File: config.mk
export PLATFORM = sky130hd
export DESIGN_NAME = sobel_row_fetch
export DESIGN_NICKNAME = d
export VERILOG_FILES = /design/src/rtl/sobel_row_fetch_pkg.sv /design/src/rtl/sobel_row_fetch_shift.sv /design/src/rtl/sobel_row_fetch.sv
export SDC_FILE = /design/constraint.sdc
export NUM_CORES = 1
export LEC_CHECK = 0
export CAP_MARGIN = 10
export CORE_AREA = 10 10 179 181
export DETAILED_ROUTE_END_ITERATION = 7
export DIE_AREA = 0 0 189 191
export PLACE_DENSITY = 0.9
export SYNTH_ARGS = -nofsm -noshare
export SYNTH_HDL_FRONTEND = slang
export SYNTH_SLANG_ARGS = --single-unit
export TNS_END_PERCENT = 20
File: constraint.sdc
create_clock -name clk -period 4.1 [get_ports clk]
set_input_delay 0.41 -clock clk [delete_from_list [all_inputs] [get_ports clk]]
set_output_delay 0.41 -clock clk [all_outputs]
set_load 0.01 [all_outputs]
File: src/rtl/sobel_row_fetch_pkg.sv
// Shared definitions for the Sobel row-fetch block: default widths,
// accelerator-derived data width and the fetch FSM state encoding.
package sobel_row_fetch_pkg;

    // Each accelerator lane needs one pixel of its own plus one neighbour on
    // each side, so a row chunk is (lanes + 2) bytes wide.
    localparam int NUM_SOBEL_ACCELERATORS = 4;
    localparam int SOBEL_IDATA_WIDTH      = (NUM_SOBEL_ACCELERATORS + 2) * 8;

    localparam int SRF_ADDR_W = 32;
    localparam int SRF_CNT_W  = 16;

    // A 3x3 kernel needs three rows before the first window exists.
    localparam int SRF_MIN_ROWS = 3;

    typedef enum logic [2:0] {
        SRF_IDLE    = 3'd0,
        SRF_REQ     = 3'd1,
        SRF_WAIT    = 3'd2,
        SRF_PRESENT = 3'd3,
        SRF_DONE    = 3'd4
    } srf_state_t;

endpackage

File: src/rtl/sobel_row_fetch_shift.sv
// Three-row sliding window storage. A load shifts every row up by one and
// places the incoming row at the bottom; otherwise contents are held.
module sobel_row_shift #(
    parameter int DATA_W = 48
) (
    input  logic              clk,
    input  logic              reset_n,
    input  logic              load,
    input  logic [DATA_W-1:0] din,
    output logic [DATA_W-1:0] row1,
    output logic [DATA_W-1:0] row2,
    output logic [DATA_W-1:0] row3
);

    // Shift the window down one image row on each captured read.
    always_ff @(posedge clk or negedge reset_n) begin
        if (!reset_n) begin
            row1 <= '0;
            row2 <= '0;
            row3 <= '0;
        end else if (load) begin
            row1 <= row2;
            row2 <= row3;
            row3 <= din;
        end
    end

endmodule

File: src/rtl/sobel_row_fetch.sv
// Row fetcher feeding the Sobel accelerator core. Reads image rows one at a
// time, keeps the last three in a sliding window and offers one window per
// valid/ready handshake.
//
//   state   | meaning
//   --------+-----------------------------------------------------------
//   IDLE    | waiting for go; row window holds its last contents
//   REQ     | read request on the memory port for exactly one cycle
//   WAIT    | waiting for read data; capture shifts the window
//   PRESENT | window valid, held stable until the consumer takes it
//   DONE    | one-cycle done pulse, then back to IDLE
module sobel_row_fetch
    import sobel_row_fetch_pkg::*;
#(
    parameter int DATA_W = SOBEL_IDATA_WIDTH,
    parameter int ADDR_W = SRF_ADDR_W,
    parameter int CNT_W  = SRF_CNT_W
) (
    input  logic              clk,
    input  logic              reset_n,
    input  logic              go,
    input  logic [ADDR_W-1:0] cfg_base_addr,
    input  logic [ADDR_W-1:0] cfg_row_stride,
    input  logic [CNT_W-1:0]  cfg_num_rows,
    output logic              srf2mem_rd_en,
    output logic [ADDR_W-1:0] srf2mem_rd_addr,
    input  logic              mem2srf_rd_valid,
    input  logic [DATA_W-1:0] mem2srf_rd_data,
    output logic [DATA_W-1:0] srow2sacc_row1_data,
    output logic [DATA_W-1:0] srow2sacc_row2_data,
    output logic [DATA_W-1:0] srow2sacc_row3_data,
    output logic              srow2sacc_valid,
    input  logic              sacc2srow_ready,
    output logic              busy,
    output logic              done,
    output logic              err
);

    srf_state_t        state;
    logic [ADDR_W-1:0] addr;
    logic [ADDR_W-1:0] stride;
    logic [ADDR_W-1:0] addr_next;
    logic [CNT_W-1:0]  rows_fetched;
    logic [CNT_W-1:0]  fetched_next;
    logic [CNT_W-1:0]  win_left;
    logic              row_load;
    logic              too_few_rows;
    logic              handshake;

    // Address arithmetic wraps modulo 2^ADDR_W on purpose.
    assign addr_next    = addr + stride;
    assign fetched_next = rows_fetched + CNT_W'(1);
    assign too_few_rows = cfg_num_rows < CNT_W'(SRF_MIN_ROWS);
    assign handshake    = srow2sacc_valid && sacc2srow_ready;

    // Read data only counts while a request is outstanding; anything else
    // (stale data after reset, stray pulses) is dropped here.
    assign row_load = (state == SRF_WAIT) && mem2srf_rd_valid;

    sobel_row_shift #(
        .DATA_W (DATA_W)
    ) u_row_shift (
        .clk     (clk),
        .reset_n (reset_n),
        .load    (row_load),
        .din     (mem2srf_rd_data),
        .row1    (srow2sacc_row1_data),
        .row2    (srow2sacc_row2_data),
        .row3    (srow2sacc_row3_data)
    );

    // Fetch sequencer with registered control outputs. Outputs are set on
    // the transition into the state that owns them so each is a plain flop.
    always_ff @(posedge clk or negedge reset_n) begin
        if (!reset_n) begin
            state           <= SRF_IDLE;
            addr            <= '0;
            stride          <= '0;
            rows_fetched    <= '0;
            win_left        <= '0;
            srf2mem_rd_en   <= 1'b0;
            srf2mem_rd_addr <= '0;
            srow2sacc_valid <= 1'b0;
            busy            <= 1'b0;
            done            <= 1'b0;
            err             <= 1'b0;
        end else begin
            srf2mem_rd_en <= 1'b0;
            done          <= 1'b0;

            case (state)
                SRF_IDLE: begin
                    if (go) begin
                        addr         <= cfg_base_addr;
                        stride       <= cfg_row_stride;
                        rows_fetched <= '0;
                        busy         <= 1'b1;
                        if (too_few_rows) begin
                            // No full window exists: report and finish
                            // without touching memory.
                            win_left <= '0;
                            err      <= 1'b1;
                            done     <= 1'b1;
                            state    <= SRF_DONE;
                        end else begin
                            win_left        <= cfg_num_rows - CNT_W'(2);
                            err             <= 1'b0;
                            srf2mem_rd_en   <= 1'b1;
                            srf2mem_rd_addr <= cfg_base_addr;
                            state           <= SRF_REQ;
                        end
                    end
                end

                SRF_REQ: begin
                    state <= SRF_WAIT;
                end

                SRF_WAIT: begin
                    if (mem2srf_rd_valid) begin
                        rows_fetched <= fetched_next;
                        addr         <= addr_next;
                        if (fetched_next >= CNT_W'(SRF_MIN_ROWS)) begin
                            srow2sacc_valid <= 1'b1;
                            state           <= SRF_PRESENT;
                        end else begin
                            srf2mem_rd_en   <= 1'b1;
                            srf2mem_rd_addr <= addr_next;
                            state           <= SRF_REQ;
                        end
                    end
                end

                SRF_PRESENT: begin
                    if (handshake) begin
                        srow2sacc_valid <= 1'b0;
                        win_left        <= win_left - CNT_W'(1);
                        if (win_left == CNT_W'(1)) begin
                            done  <= 1'b1;
                            state <= SRF_DONE;
                        end else begin
                            srf2mem_rd_en   <= 1'b1;
                            srf2mem_rd_addr <= addr;
                            state           <= SRF_REQ;
                        end
                    end
                end

                SRF_DONE: begin
                    busy  <= 1'b0;
                    state <= SRF_IDLE;
                end

                default: begin
                    srow2sacc_valid <= 1'b0;
                    busy            <= 1'b0;
                    state           <= SRF_IDLE;
                end
            endcase
        end
    end

endmodule

Word-level counts from Yosys, hierarchy flattened --
Index checks and enable logic that the tools add are counted.
Word-level totals: register bits 280, bits of input ports 133, output and inout port bits 181, word-level logic and storage cells 91
Operators by class: add/subtract/negate cells 4, $lt $le $gt $ge 2, equality and inequality tests 12, mux-type cells 42, bitwise gates (word level) 2, reduce and logical (&&, ||, !) cells 15
Operators with widths (count):
- 2-to-1 mux 32 bit | 8
- one-hot mux 32 bit (3 select lines) | 1
- 2-to-1 mux 16 bit | 5
- one-hot mux 16 bit (2 select lines) | 2
- one-hot mux 32 bit (2 select lines) | 1
- adder 32 bit | 1
- adder 16 x 1 -> 16 bit (second input constant) | 1
- == test 16 x 1 -> 1 bit (second input constant) | 1
- >= comparator 16 x 2 -> 1 bit (second input constant) | 1
- < comparator 16 x 2 -> 1 bit (second input constant) | 1
- subtractor 16 x 1 -> 16 bit (second input constant) | 1
- subtractor 16 x 2 -> 16 bit (second input constant) | 1
- 2-to-1 mux 3 bit | 5
- 2-to-1 mux 1 bit | 14
- != test 2 bit (second input constant) | 6
- one-hot mux 3 bit (4 select lines) | 1
- AND reduction 3 bit | 3
- AND reduction 7 bit | 1
- == test 3 x 2 -> 1 bit (second input constant) | 2
- one-hot mux 1 bit (3 select lines) | 2
- OR reduction 3 bit | 2
- one-hot mux 1 bit (2 select lines) | 2
- AND reduction 2 bit | 2
- AND reduction 4 bit | 1
- 9 further kinds | 12

Logic depth before layout (Yosys ltp) --
depth in word-level cells 5, gate-level depth with buffers 13, mapped depth without buffers 11

Modules after synthesis --
From an unflattened synthesis, not the netlist that was laid out.
Unflattened totals: cell total of the unflattened synthesis 1419, area total of the unflattened synthesis 14579.0 um^2
Modules (own cells, without submodules):
- sobel_row_fetch | instances 1, cells each 1115, area each 8998.6 um^2, sequential area each 3403.3 um^2
- sobel_row_shift | instances 1, cells each 304, area each 5580.4 um^2, sequential area each 3603.5 um^2

Least setup slack after synthesis --
No wires, ideal clock.
path type register to register, start point register addr[10], end point register addr[31], library setup time 0.120 ns, arrival time 2.762 ns, required time 3.980 ns, slack 1.218 ns, cell stages (with the launch flop) 11, path buffers 0, period minus slack after synthesis 2.882 ns, cells stage by stage dfrtp_1 -> ha_1 -> a21o_1 -> a21o_1 -> a221o_1 -> a31o_2 -> o211ai_1 -> a31oi_1 -> nand2_1 -> mux2_2 -> a31o_2
On the way: word-level cells in the longest chain between the ends 3
RTL lines:
- from (decl) | RTL line sobel_row_fetch.sv:40 | logic [ADDR_W-1:0] addr;
- from (signal assigned) | RTL line sobel_row_fetch.sv:94 | addr <= cfg_base_addr;
- from (signal assigned) | RTL line sobel_row_fetch.sv:122 | addr <= addr_next;
- adder 32 bit | RTL line sobel_row_fetch.sv:51 | assign addr_next = addr + stride;
- 2-to-1 mux 32 bit | RTL line sobel_row_fetch.sv:120 | if (mem2srf_rd_valid) begin
- one-hot mux 32 bit (2 select lines) | RTL line sobel_row_fetch.sv:91 | case (state)
No other way between the ends. The select of a mux whose other input is x is not followed. A chain may end at the register's enable or synchronous reset.

Worst setup path after layout --
start point register addr[8], end point register addr[31]
The elaborated chain is that of the path after synthesis.

==> run_results.csv <==
group,metric,value,unit
place,globalplace.congestion,0.945,
sta,finish_stage_setup_viols,0,
synth,seq_area_frac_synth,49.7,%
grt,grt_max_degree,158,
grt,total_congestion_overflow_after_global_routing,0,
grt,first_global_vias,13100,
setup_path,critPathLaunchType,"flop",
synth,synth.top_cells.by_count,"nand2_1, dfrtp_1, o21ai_0",
sta,min_period_over_period,81.9,%
power,p_per_area,885,nW/um^2
floorplanning,dieArea,36100,um^2
synth,synth_enable_flop_cells,0,
synth,synthFlopType,"dfrtp_1",
synth,synth_cell_type_count,71,
setup_path,rr_worst_depth,10,
cells_and_area,register_area,7010,um^2
clock_network,numCtsBuffers,30,
sta,max-slew-margin-rel,28.3,%
job,maxCapViolations,0,
cells_and_area,fin_area,18600,um^2
sta,rsz_0062_raised_after_global_routing,"no",
setup_path,crit_arrival,3800,ps
floorplanning,start_util,49.5,%
sta,worstMarginPinSlew,1070,ps
cells_and_area,share_of_post_route_cells_with_drive_strength_above_1,5.13,%
synth,yosysWarnings,0,
setup_path,crit_path_max_incr_delay,400,ps
setup_path,slowest_stage,"dfrtp_1",
power,combinationalPowerShare,52.2,%
setup_path,cp_data_required_time,4540,ps
synth,synth_top_area_cell,"dfrtp_1",
setup_path,worst_path_most_repeated_cell,"a31o_2",
route,drc,0,
cells_and_area,fill_cells,2189,
clock_network,clock_sinks,280,
cells_and_area,syn2layout_area_growth,31.6,%
synth,gate_count_post_synth,1694,
setup_path,regToRegStartpoint,"addr[8]",
sta,timing.final.ws_setup,744,ps
cells_and_area,final-instance-count-excl-fill,2374,
setup_path,critical_path.max_fanout,5,
setup_path,crit_path_cell_trace,"ha_1 -> a21oi_1 -> o21ai_0 -> a221o_1 -> a31o_2 -> o211ai_1 -> a31oi_1 -> nand2_1 -> mux2_2 -> a31o_2",
floorplanning,die-height,191,um
power,seq_pwr_share,30.8,%
sta,final.hold.worst_slack,377,ps
synth,syn_avg_cell_area,8.33,um^2
sta,timing.clock.skew,19.5,ps
route,antenna_left,0,
synth,syn-cell-area,14100,um^2
hold_path,holdPathStages,3,
place,dpl.hpwl,31200,um
route,vias,13400,
clock_network,tritoncts_clock_tree,"done",
floorplanning,die-width,189,um
grt,grt_use_total,23.1,%
power,clockPowerShare,17.0,%
clock_network,clock_tree.htree_level_count,1,
setup_path,critical_path_class,"flop to flop",
clock_network,cts-root-buf,"clkbuf_16",
cells_and_area,layout.core_utilization,65.2,%
grt,initial_antenna_violation_count,0,
floorplanning,io_pins,314,
hold_path,timing.hold.worst.start,"cfg_row_stride[30]",
cells_and_area,finalNetCount,2136,
hold_path,timing.hold.worst.class,"input port to flop",
cells_and_area,area_used_by_multi_input_combinational_logic,6650,um^2
clock_network,cts.reportedPaths.clkPinSlew,60,ps
power,switching_share,42.9,%
floorplanning,floorplan.rows,62,
synth,synth.area.top_cells,"dfrtp_1, nand2_1, o21ai_0",
setup_path,reg_to_reg_end,"addr[31]",
synth,synth_most_common_cell,"nand2_1",
setup_path,crit_path_end_kind,"flop",
synth,synth_nets,1864,
route,wire_per_inst,18.5,um
sta,report.final.hold_viol_count,0,
clock_network,postCtsSetupBuffers,0,
clock_network,post_cts.resized_instances,0,
run_status,run_status,"finished clean",
sta,timing.fmax,0.298,GHz
place,place_inst,2317,
route,detail_route.wirelength,44000,um
synth,postSynth.asyncResetShare,100,%
power,internal-power,9.38,mW
clock_network,insertion_delay,570,ps
clock_network,ctsLongestPathBuffers,3,
sta,report.final.slew_viol_count,0,
place,port_buffers,313,
route,viasPerCell,5.63,
route,drt_iter0_drc,1313,
synth,post-synth-top-area-fraction,49.7,%
power,vdd_drop_max,0.419,mV
hold_path,hold_end,"stride[30]",
sta,period_minus_slack,3360,ps
setup_path,r2r_setup_slack,740,ps
grt,grt_first_pass_wirelength,69100,um
route,detail_route.first_pass.iterations,6,
place,pre_cts_ws,600,ps
floorplanning,core_region_area,28500,um^2
power,p_sw,7.05,mW
place,dpl-instance-area,17500,um^2
power,power.static_leakage,8.68,nW
power,total_power,16.4,mW
sta,final.setup.tns,0,ps
synth,synth-seq-cells,280,
## cell families (layout without fill, tap and decap cells)
kind of cell	count (synthesis)	in the layout	share of synthesized area, %
compound gates	343	343	14.8
xor+xnor	46	46	2.86
fa+ha+maj	37	37	3.34
buf+inv	112	407	3.29
flops	280	280	49.7
mux	16	16	1.20
other cells	0	1	0
simple gates	860	860	24.9
## worst max-delay path by stage
| stage | start | cells after the start | end | slack, ps |
|---|---|---|---|---|
| 2_1_floorplan | addr[10] | 10 | addr[31] | 1220 |
| 3_3_place_gp | cfg_num_rows[8] | 11 | srf2mem_rd_addr[29] | 660 |
| 3_5_place_dp | cfg_num_rows[8] | 8 | win_left[3] | 600 |
| 4_1_cts | addr[8] | 10 | addr[31] | 840 |
| 5_1_grt | addr[0] | 11 | srf2mem_rd_addr[26] | 530 |
| 6_report | addr[8] | 10 | addr[31] | 740 |
## layout make-up
type                            count  share of cell area [%]
Clock inverter                     17                    1.11
Inverter                           21                   0.438
Tap cell                          384                    2.59
Multi-Input combinational cell   1302                    35.8
Timing Repair Buffer              331                    17.8
Sequential cell                   280                    37.7
Antenna cell                        1                  0.0135
Clock buffer                       38                    4.42
## critical path: cells and delay by family, from the launching register on
kind / cells / cell delay (ps)
adder cells (fa/ha/maj): 1 / 370
multiplexers: 1 / 340
flip-flops: 1 / 400
AO/OA/AOI/OAI: 7 / 1980
AND/OR/NAND/NOR: 1 / 150
## flip-flops by register name, summed over array words and instances, names as in the netlist, 3 cells and up
| signal | cells |
|---|---|
| srf2mem_rd_addr | 32 |
| state | 3 |
| win_left | 16 |
| u_row_shift.row2 | 48 |
| addr | 32 |
| u_row_shift.row3 | 48 |
| stride | 32 |
| rows_fetched | 16 |
| u_row_shift.row1 | 48 |
## layer usage
metal  track usage [%]  part of all wire, %  up-vias
met3              4.05                  7.1      150
li1                  -                    -     6235
met2              40.2                   49      609
met4              11.8                  5.5        0
met1              27.0                   38     6361
met5                 0                    0        -
## power groups by stage
| stage | combinational, mW | clock, mW | sequential [mW] |
|---|---|---|---|
| after floorplan | 4.78 | 0 | 5.20 |
| after global placement | 8.12 | 0 | 4.98 |
| after detailed placement | 8.47 | 0 | 5.06 |
| after CTS | 8.54 | 2.84 | 5.04 |
| after global routing | 9.40 | 2.96 | 5.20 |
| final | 8.58 | 2.79 | 5.06 |
## placed cells by master (no fill, tap or decap), types with 7 or more instances in the layout
cell and instances:
a21o_1 13, a21oi_1 97, a221oi_2 7, a22o_1 10, a31oi_1 20, and3_1 11, buf_4 14, clkbuf_16 30
clkdlybuf4s50_1 312, clkinv_2 9, dfrtp_1 280, ha_1 36, inv_1 19, mux2i_1 12, nand2_1 667, nand3_1 22
nand4_1 11, nor2_1 84, nor3_1 15, o211ai_1 11, o21ai_0 127, o22ai_1 8, xnor2_1 33, xor2_1 13
## what timing repair did
item                                    CTS  global route
hold buffers                              1             0
hold endpoints to repair                 46             0
endpoints found under the setup margin    0             0
Note: power is estimated with default switching activity, not from simulation.
